`config.mk`:
```
export PLATFORM = sky130hd
export DESIGN_NAME = decoder_scan_n_flat
export DESIGN_NICKNAME = d
export VERILOG_FILES = /design/src/rtl/decoder_scan_n_pkg.sv /design/src/rtl/decoder_scan_n_if.sv /design/src/rtl/decoder_scan_n_onehot_dec_n.sv /design/src/rtl/decoder_scan_n.sv /design/src/flat_wrapper.sv
export SDC_FILE = /design/constraint.sdc
export NUM_CORES = 1
export LEC_CHECK = 0
export CORE_MARGIN = 5
export CORE_UTILIZATION = 45
export CTS_CLUSTER_DIAMETER = 100
export DETAILED_ROUTE_END_ITERATION = 8
export PLACE_DENSITY = 0.75
export SYNTH_ARGS = -nofsm -noshare
export SYNTH_HDL_FRONTEND = slang
export SYNTH_SLANG_ARGS = --single-unit
```
`constraint.sdc`:
```
create_clock -name clk -period 2.05 [get_ports clk]
set_clock_uncertainty 0.2 [all_clocks]
set_input_delay 0.205 -clock clk [delete_from_list [all_inputs] [get_ports clk]]
set_output_delay 0.205 -clock clk [all_outputs]
set_load 0.05 [all_outputs]
```
`src/rtl/decoder_scan_n_pkg.sv`:
```
// Shared types and constants for the decoder_scan_n block.
// Optional blanking state is enabled with `define DECODER_SCAN_BLANK_EN.
package decoder_pkg;

    typedef enum logic [1:0] {
        S_DIRECT = 2'd0,
        S_SCAN   = 2'd1,
        S_BLANK  = 2'd2
    } state_t;

    localparam logic MODE_DIRECT = 1'b0;
    localparam logic MODE_SCAN   = 1'b1;

endpackage

```
`src/rtl/decoder_scan_n_if.sv`:
```
// Control and output bundle of decoder_scan_n: enables, mode, address, dwell in;
// registered one-hot select, current address and wrap pulse out.
interface decoder_scan_n_if #(
    parameter int ADDR_W  = 3,
    parameter int DWELL_W = 8
);
    logic                     e1_n;
    logic                     e2_n;
    logic                     e3;
    logic                     mode;
    logic [ADDR_W-1:0]        addr;
    logic [DWELL_W-1:0]       dwell;
    logic [(1<<ADDR_W)-1:0]   y_n;
    logic [ADDR_W-1:0]        cur_addr;
    logic                     wrap;

    modport master (
        output e1_n, e2_n, e3, mode, addr, dwell,
        input  y_n, cur_addr, wrap
    );

    modport slave (
        input  e1_n, e2_n, e3, mode, addr, dwell,
        output y_n, cur_addr, wrap
    );
endinterface

```
`src/rtl/decoder_scan_n_onehot_dec_n.sv`:
```
// Combinational N-to-2^N active-low decoder; all outputs high when disabled.
module onehot_dec_n #(
    parameter int ADDR_W = 3
) (
    input  logic                   en,
    input  logic [ADDR_W-1:0]      addr,
    output logic [(1<<ADDR_W)-1:0] y_n
);

    always_comb begin
        y_n = '1;
        if (en) begin
            y_n[addr] = 1'b0;
        end
    end

endmodule

```
`src/rtl/decoder_scan_n.sv`:
```
// Registered active-low decoder with direct and dwell-timed scan modes.
// Define DECODER_SCAN_BLANK_EN to insert a one-cycle all-off gap between scan steps.
module decoder_scan_n
    import decoder_pkg::*;
#(
    parameter int ADDR_W  = 3,
    parameter int DWELL_W = 8
) (
    input  logic              clk,
    input  logic              rst_n,
    decoder_scan_n_if.slave   bus
);

    localparam int                OUT_W     = 1 << ADDR_W;
    localparam logic [ADDR_W-1:0] LAST_ADDR = '1;

    state_t              state, state_next;
    logic [DWELL_W-1:0]  cnt, cnt_next;
    logic [ADDR_W-1:0]   scan_addr, scan_next, scan_step;
    logic [ADDR_W-1:0]   cur_addr, cur_next;
    logic [OUT_W-1:0]    y_n, dec_y;
    logic                wrap, wrap_next;
    logic                en;
    logic                dec_en;
    logic [ADDR_W-1:0]   dec_addr;

    assign en        = bus.e3 & ~bus.e1_n & ~bus.e2_n;
    assign scan_step = scan_addr + ADDR_W'(1);

    onehot_dec_n #(.ADDR_W(ADDR_W)) u_dec (
        .en   (dec_en),
        .addr (dec_addr),
        .y_n  (dec_y)
    );

    // dec_en low yields the all-off pattern, so every "blank" case just leaves it at its default
    always_comb begin
        state_next = state;
        cnt_next   = cnt;
        scan_next  = scan_addr;
        cur_next   = cur_addr;
        wrap_next  = 1'b0;
        dec_en     = 1'b0;
        dec_addr   = scan_addr;

        if (bus.mode == MODE_DIRECT) begin
            state_next = S_DIRECT;
            dec_en     = en;
            dec_addr   = bus.addr;
            cur_next   = bus.addr;
        end else begin
            case (state)
                S_DIRECT: begin
                    state_next = S_SCAN;
                    cnt_next   = '0;
                    scan_next  = '0;
                    cur_next   = '0;
                    dec_en     = en;
                    dec_addr   = '0;
                end
                S_SCAN: begin
                    if (en) begin
                        // Counter free-runs past a lowered dwell until it wraps, so no step is skipped early
                        if (cnt != bus.dwell) begin
                            cnt_next = cnt + DWELL_W'(1);
                            dec_en   = 1'b1;
                            dec_addr = scan_addr;
                        end else begin
                            cnt_next  = '0;
                            scan_next = scan_step;
`ifdef DECODER_SCAN_BLANK_EN
                            state_next = S_BLANK;
`else
                            dec_en    = 1'b1;
                            dec_addr  = scan_step;
                            cur_next  = scan_step;
                            wrap_next = (scan_addr == LAST_ADDR);
`endif
                        end
                    end
                end
`ifdef DECODER_SCAN_BLANK_EN
                S_BLANK: begin
                    if (en) begin
                        state_next = S_SCAN;
                        cnt_next   = '0;
                        dec_en     = 1'b1;
                        dec_addr   = scan_addr;
                        cur_next   = scan_addr;
                        wrap_next  = (scan_addr == '0);
                    end
                end
`endif
                default: begin
                    state_next = S_DIRECT;
                end
            endcase
        end
    end

    always_ff @(posedge clk or negedge rst_n) begin
        if (!rst_n) begin
            state     <= S_DIRECT;
            cnt       <= '0;
            scan_addr <= '0;
            cur_addr  <= '0;
            y_n       <= '1;
            wrap      <= 1'b0;
        end else begin
            state     <= state_next;
            cnt       <= cnt_next;
            scan_addr <= scan_next;
            cur_addr  <= cur_next;
            y_n       <= dec_y;
            wrap      <= wrap_next;
        end
    end

    assign bus.y_n      = y_n;
    assign bus.cur_addr = cur_addr;
    assign bus.wrap     = wrap;

endmodule

```
`src/flat_wrapper.sv`:
```
// flat-port wrapper written by rule: the top's interface ports become plain ports
module decoder_scan_n_flat import decoder_pkg::*;
#(
    parameter int ADDR_W  = 3,
    parameter int DWELL_W = 8
)
  (clk, rst_n, bus_e1_n, bus_e2_n, bus_e3, bus_mode, bus_addr, bus_dwell, bus_y_n, bus_cur_addr, bus_wrap);
  decoder_scan_n_if #(.ADDR_W(ADDR_W), .DWELL_W(DWELL_W)) bus_i ();
  input  logic clk;
  input  logic rst_n;
  input wire logic [$bits(bus_i.e1_n)-1:0] bus_e1_n;
  input wire logic [$bits(bus_i.e2_n)-1:0] bus_e2_n;
  input wire logic [$bits(bus_i.e3)-1:0] bus_e3;
  input wire logic [$bits(bus_i.mode)-1:0] bus_mode;
  input wire logic [$bits(bus_i.addr)-1:0] bus_addr;
  input wire logic [$bits(bus_i.dwell)-1:0] bus_dwell;
  output wire logic [$bits(bus_i.y_n)-1:0] bus_y_n;
  output wire logic [$bits(bus_i.cur_addr)-1:0] bus_cur_addr;
  output wire logic [$bits(bus_i.wrap)-1:0] bus_wrap;
  assign bus_i.e1_n = bus_e1_n;
  assign bus_i.e2_n = bus_e2_n;
  assign bus_i.e3 = bus_e3;
  assign bus_i.mode = bus_mode;
  assign bus_i.addr = bus_addr;
  assign bus_i.dwell = bus_dwell;
  assign bus_y_n = bus_i.y_n;
  assign bus_cur_addr = bus_i.cur_addr;
  assign bus_wrap = bus_i.wrap;
  decoder_scan_n #(.ADDR_W(ADDR_W), .DWELL_W(DWELL_W)) u_core (.clk(clk), .rst_n(rst_n), .bus(bus_i));
endmodule
```
=== After elaboration in Yosys (flattened, before gate mapping) ===
Cells that the tools add are included.

* Register bits: 25

* Add/subtract/negate cells: 2
* Equality and inequality tests: 8
* Muxes and demuxes: 23
* Bitwise operators: 5
* Magnitude comparators: 2
* Reductions and logical operators: 5

{| class="wikitable"
|+ Operators with widths
! cell !! number
|-
| 2-to-1 mux 8 bit || 3
|-
| 2-to-1 mux 3 bit || 6
|-
| case mux 8 bit (2 select lines) || 1
|-
| case mux 3 bit (2 select lines) || 2
|-
| adder 8 x 1 -> 8 bit, second input constant || 1
|-
| != test 8 bit || 1
|-
| NOT 8 bit || 1
|-
| 2-to-1 mux 1 bit || 7
|-
| AND reduction 3 bit || 2
|-
| < comparator 3 x 4 -> 1 bit, second input constant || 1
|-
| case mux 2 bit (2 select lines) || 1
|-
| adder 3 x 1 -> 3 bit, second input constant || 1
|-
| demux 1 bit (select 3 bit) || 1
|-
| equality test 3 bit, second input constant || 1
|-
| greater-or-equal comparator 3 x 1 -> 1 bit, second input constant || 1
|-
| != test 3 x 1 -> 1 bit, second input constant || 1
|-
| != test 3 x 2 -> 1 bit, second input constant || 1
|-
| != test 3 bit, second input constant || 1
|-
| AND 1 bit || 2
|-
| equality test 2 x 1 -> 1 bit, second input constant || 1
|-
| zero test 2 bit || 1
|-
| 2-to-1 mux 2 bit || 1
|-
| != test 2 x 1 -> 1 bit, second input constant || 1
|-
| != test 2 bit, second input constant || 1
|-
| other kinds (4) || 5
|}

=== Longest topological paths before layout ===
* Depth after elaboration: 12
* Mapped depth: 6

=== Modules after synthesis ===
A second synthesis with hierarchy kept.

* Cell total of the unflattened synthesis: 137
* Area, all modules: 1398.8 um^2

{| class="wikitable"
|+ By module, submodules not included
! module !! area each (um^2) !! cells each !! instances !! seq. area each (um^2)
|-
| decoder_scan_n || 1322.5 || 129 || 1 || 610.6
|-
| onehot_dec_n || 76.3 || 8 || 1 || 0.0
|}

=== Worst setup path before layout ===
No wires, ideal clock.

* Path kind: reg2reg
* Start: reg u_core.cnt[5]
* End: reg u_core.y_n[0], in the netlist u_core.bus.y_n[0]
* Period minus slack after synthesis: 1962 ps
* Buffers on the path: 0
* Arrival time: 1668 ps
* Slack: 88 ps
* Setup time: 94 ps
* Cell stages (with the launch flop): 6
* Data required time: 1756 ps
* Path through: dfrtp_1 -> xnor2_1 -> nand4_1 -> nor3_4 -> o211ai_1 -> or4_1

* Word-level cells in the longest chain between the ends: 11
* Elaborated cells on any way between the ends: 12

{| class="wikitable"
|+ RTL lines
! element !! RTL line !! source
|-
| start: declaration || decoder_scan_n.sv:18 || <nowiki>logic [DWELL_W-1:0] cnt, cnt_next;</nowiki>
|-
| start signal: assignment || decoder_scan_n.sv:111 || <nowiki>cnt <= cnt_next;</nowiki>
|-
| != test 8 bit * || decoder_scan_n.sv:64 || <nowiki>if (cnt != bus.dwell) begin</nowiki>
|-
| 2-to-1 mux 3 bit * || decoder_scan_n.sv:64 ||
|-
| 2-to-1 mux 3 bit * || -- ||
|-
| case mux 3 bit (2 select lines) * || decoder_scan_n.sv:52 || <nowiki>case (state)</nowiki>
|-
| 2-to-1 mux 3 bit * || decoder_scan_n.sv:46 || <nowiki>if (bus.mode == MODE_DIRECT) begin</nowiki>
|-
| < comparator 3 x 4 -> 1 bit (implied by the code) / greater-or-equal comparator 3 x 1 -> 1 bit (equally long branches) || decoder_scan_n_onehot_dec_n.sv:13 || <nowiki>y_n[addr] = 1'b0;</nowiki>
|-
| logical AND 1 bit (implied by the code) || decoder_scan_n_onehot_dec_n.sv:13 ||
|-
| 2-to-1 mux 1 bit (implied by the code) || decoder_scan_n_onehot_dec_n.sv:13 ||
|-
| demux 1 bit (select 3 bit) * || decoder_scan_n_onehot_dec_n.sv:13 ||
|-
| NOT 8 bit (no source line) * || -- ||
|-
| 2-to-1 mux 8 bit * || decoder_scan_n_onehot_dec_n.sv:12 || <nowiki>if (en) begin</nowiki>
|-
| named net u_core.dec_y[0] || decoder_scan_n.sv:21 || <nowiki>logic [OUT_W-1:0] y_n, dec_y;</nowiki>
|-
| end signal: assignment || decoder_scan_n.sv:114 || <nowiki>y_n <= dec_y;</nowiki>
|-
| end: declaration || decoder_scan_n.sv:21 ||
|}

The timed path passes the listed nets; every way through them passes the cells marked *.
A chain may end at the register's enable or synchronous reset.

=== Worst setup path in the final report ===
* Start: reg u_core.cnt[7]
* End: reg u_core.y_n[0], in the netlist u_core.bus.y_n[0]

Same word-level chain as after synthesis.

==> results.md <==
* Layout cells sized above 1 at 37.7%
* Period minus WS final at approximately 2.1 ns
* Mapped cell area at 0.00139 mm²
* IO buf count at 28
* Crit path cell chain: xnor2_2 > nand4_1 > nor3_4 > o211ai_1 > or4_1
* LEAKAGE at 0.883 nW
* Die area at approximately 0.0043 mm²
* Worst-margin pin slew at roughly 0.50 ns
* Syn_area_per_cell at between 9 and 10 µm²
* Root buffer cell: clkbuf_4
* Vias in the first global route at 1325
* Setup TNS at -0.0524 ns
* Final hold vios at 0
* Chip width at ~65 µm
* Total CTS buffers at 3
* Number of flops mapped to enable cells by yosys at 0
* Top-count cell post-synth: nand2_1
* CTS tree: built
* Placement Setup Slack at -0.269 ns
* PD cells at around 560 mW/mm²
* Via-to-Cell Ratio at about 6.0
* Failing checks: negative setup slack
* WL/cell at 16.1 µm
* Worst setup SP type: register
* Fillers at between 200 and 250
* Post-Place Cell Area at 0.00186 mm²
* Family with the most delay on the worst path: simple AND/OR/NAND/NOR gates
* I/O pin cnt at 29
* Number of hold buffers added after cts at 0
* Post-synth top flop: dfrtp_1
* Required time worst endpoint at 2.09 ns
* Final Max Tran Viols at 0
* Global-route wire length before repair at 5870 µm
* RSZ-0062 raised after global routing: true
* Crit. End Element: register
* Max_slew headroom at approximately 67%
* Worst hold path type: in -> async
* Number of diodes at 0
* Area growth, synth to finish at 50.4%
* Max Cap Viol at 0
* Worst VDD drop at 0.000280 V
* Via count at approximately 1400
* Most area-consuming cells after synthesis: dfrtp_1, dfstp_2, xnor2_1
* DP HPWL at 2700 µm
* Final worst slack at -0.0222 ns
* Clock Tree Buf Depth at 2
* Cell variety after synth at 39
* Total wire length at about 3700 µm
* Async SR Flop Fraction at 100%
* Share of the synthesized area in the top cell type at around 29%
* Status: finished, violations left
* Slowest Stage Delay on Critical Path at a little under 0.5 ns
* Critical path class: reg -> reg
* Number of buffers and inverters on the critical path at 0
* Arrival @ worst endpoint at between 2 and 2.5 ns
* Slowest-stage cell, CP: or4_1
* Initial core utilization at between 40% and 50%
* CTS HTree Levels at 1
* Final period util at 101%
* Routability cong. at 0.880
* All-layer global routing usage at between 10% and 20%
* Largest fanout on the critical path at 4
* Clock sinks at 24
* Endpoints failing setup at 3
* Initial antenna violation count at 0
* Largest net degree at the start of global routing at 25
* Final #Nets at 220
* Die Y at 65.5 µm
* Max Fclk at approximately 480 MHz
* Worst-Skew Late Latency at 0.31 ns
* Reg clk slew, reported paths at 0.13 ns
* Flops & latches, synth at 24
* DR iter-0 viols at 96
* Core area at 0.00300 mm²
* Overall Power at ~1.2 mW
* Post-DRT Antenna Nets at 0
* # rows at 20
* Syn nets at 159
* Final instance area at roughly 0.0021 mm²
* Total grt overflow at 0
* Synth Warn # at 0
* Top post-synthesis cells by count: nand2_1, dfrtp_1, dfstp_2, xnor2_1
* Cell accounting for the most synthesized area: dfrtp_1
* Post-synthesis sequential area ratio at between 40 and 50%
* First-pass detailed-route iteration total at 4
* Drt drc at 0
* Post-Syn Instances at around 140
state kept, by name, summed over array words and instances (netlist names):
name / count
u_core.scan_addr: 3
u_core.cnt: 8
u_core.state: 1
u_core.bus.y_n: 8
u_core.bus.wrap: 1
u_core.bus.cur_addr: 3
cell families after synthesis:
family                   share of synthesized area [%]
AO/OA/AOI/OAI                                     19.6
XOR/XNOR                                          5.06
multiplexers                                      2.89
AND/OR/NAND/NOR                                   20.9
flip-flops                                        44.1
adder cells (fa/ha/maj)                           2.71
buffers and inverters                             4.79
through the flow:
stage | hold slack (ns) | utilization (%) | instances
final | 0.0304 | 69.4 | 232
after global routing | 0.0401 | 69.4 | 232
after CTS | 0.0309 | 63.9 | 226
after detailed placement | 0.331 | 61.9 | 221
after global placement | 0.337 | 61.9 | 221
after floorplan | -0.291 | - | 139
layout by cell type, fill, tap and decap left out, drive strengths merged, types with 5 or more instances in the layout:
| master | n |
|---|---|
| nand2 | 18 |
| o21ai | 5 |
| clkdlybuf4s50 | 20 |
| and3 | 6 |
| inv | 6 |
| a21oi | 7 |
| dfrtp | 16 |
| dfstp | 8 |
| o211ai | 7 |
| xnor2 | 8 |
| nand4 | 6 |
| buf | 41 |
final cells by class:
type | count | area, µm² | area share (%)
clock buffer | 3 | 22.5 | 1.08
inverter | 6 | 22.5 | 1.08
clock inverter | 1 | 30.0 | 1.44
sequential | 24 | 611 | 29.3
tap | 33 | 41.3 | 1.98
timing repair buffer | 63 | 526 | 25.2
multi-input combinational | 102 | 831 | 39.9
power by group:
group | internal [mW] | switching [mW]
Combinational | 0.144 | 0.151
Sequential | 0.500 | 0.0243
Clock | 0.197 | 0.140
final timing paths:
kind / start / to / slack, ns / cells after the start
min in group clk: bus_addr[1] / u_core.bus.cur_addr[1] / 0.31 / 3
min reg2reg: u_core.bus.cur_addr[2] / u_core.bus.cur_addr[2] / 0.40 / 2
max: u_core.cnt[7] / u_core.bus.y_n[0] / -0.02 / 5
max in group asynchronous: rst_n / u_core.bus.y_n[0] / 1.34 / 2
min: rst_n / u_core.bus.cur_addr[0] / 0.03 / 2
max reg2reg: u_core.cnt[7] / u_core.bus.y_n[0] / -0.02 / 5
metal layers:
| layer | part of all wire [%] | GRT usage, % | vias to the layer above |
|---|---|---|---|
| met1 | 40 | 20.3 | 677 |
| met3 | 5.3 | 3.08 | 8 |
| met5 | 0 | 0 | - |
| li1 | - | - | 649 |
| met4 | 2.0 | 7.25 | 0 |
| met2 | 53 | 31.4 | 54 |
timing repair:
action | 4_1_cts | 5_1_grt
pin swaps | 2 | 11
endpoints found under the setup margin | 6 | 17
buffers inserted | 1 | 6
gates resized for setup | 4 | 18
hold endpoints to repair | 0 | 0
No activity file was read; power rests on OpenSTA's default activity.
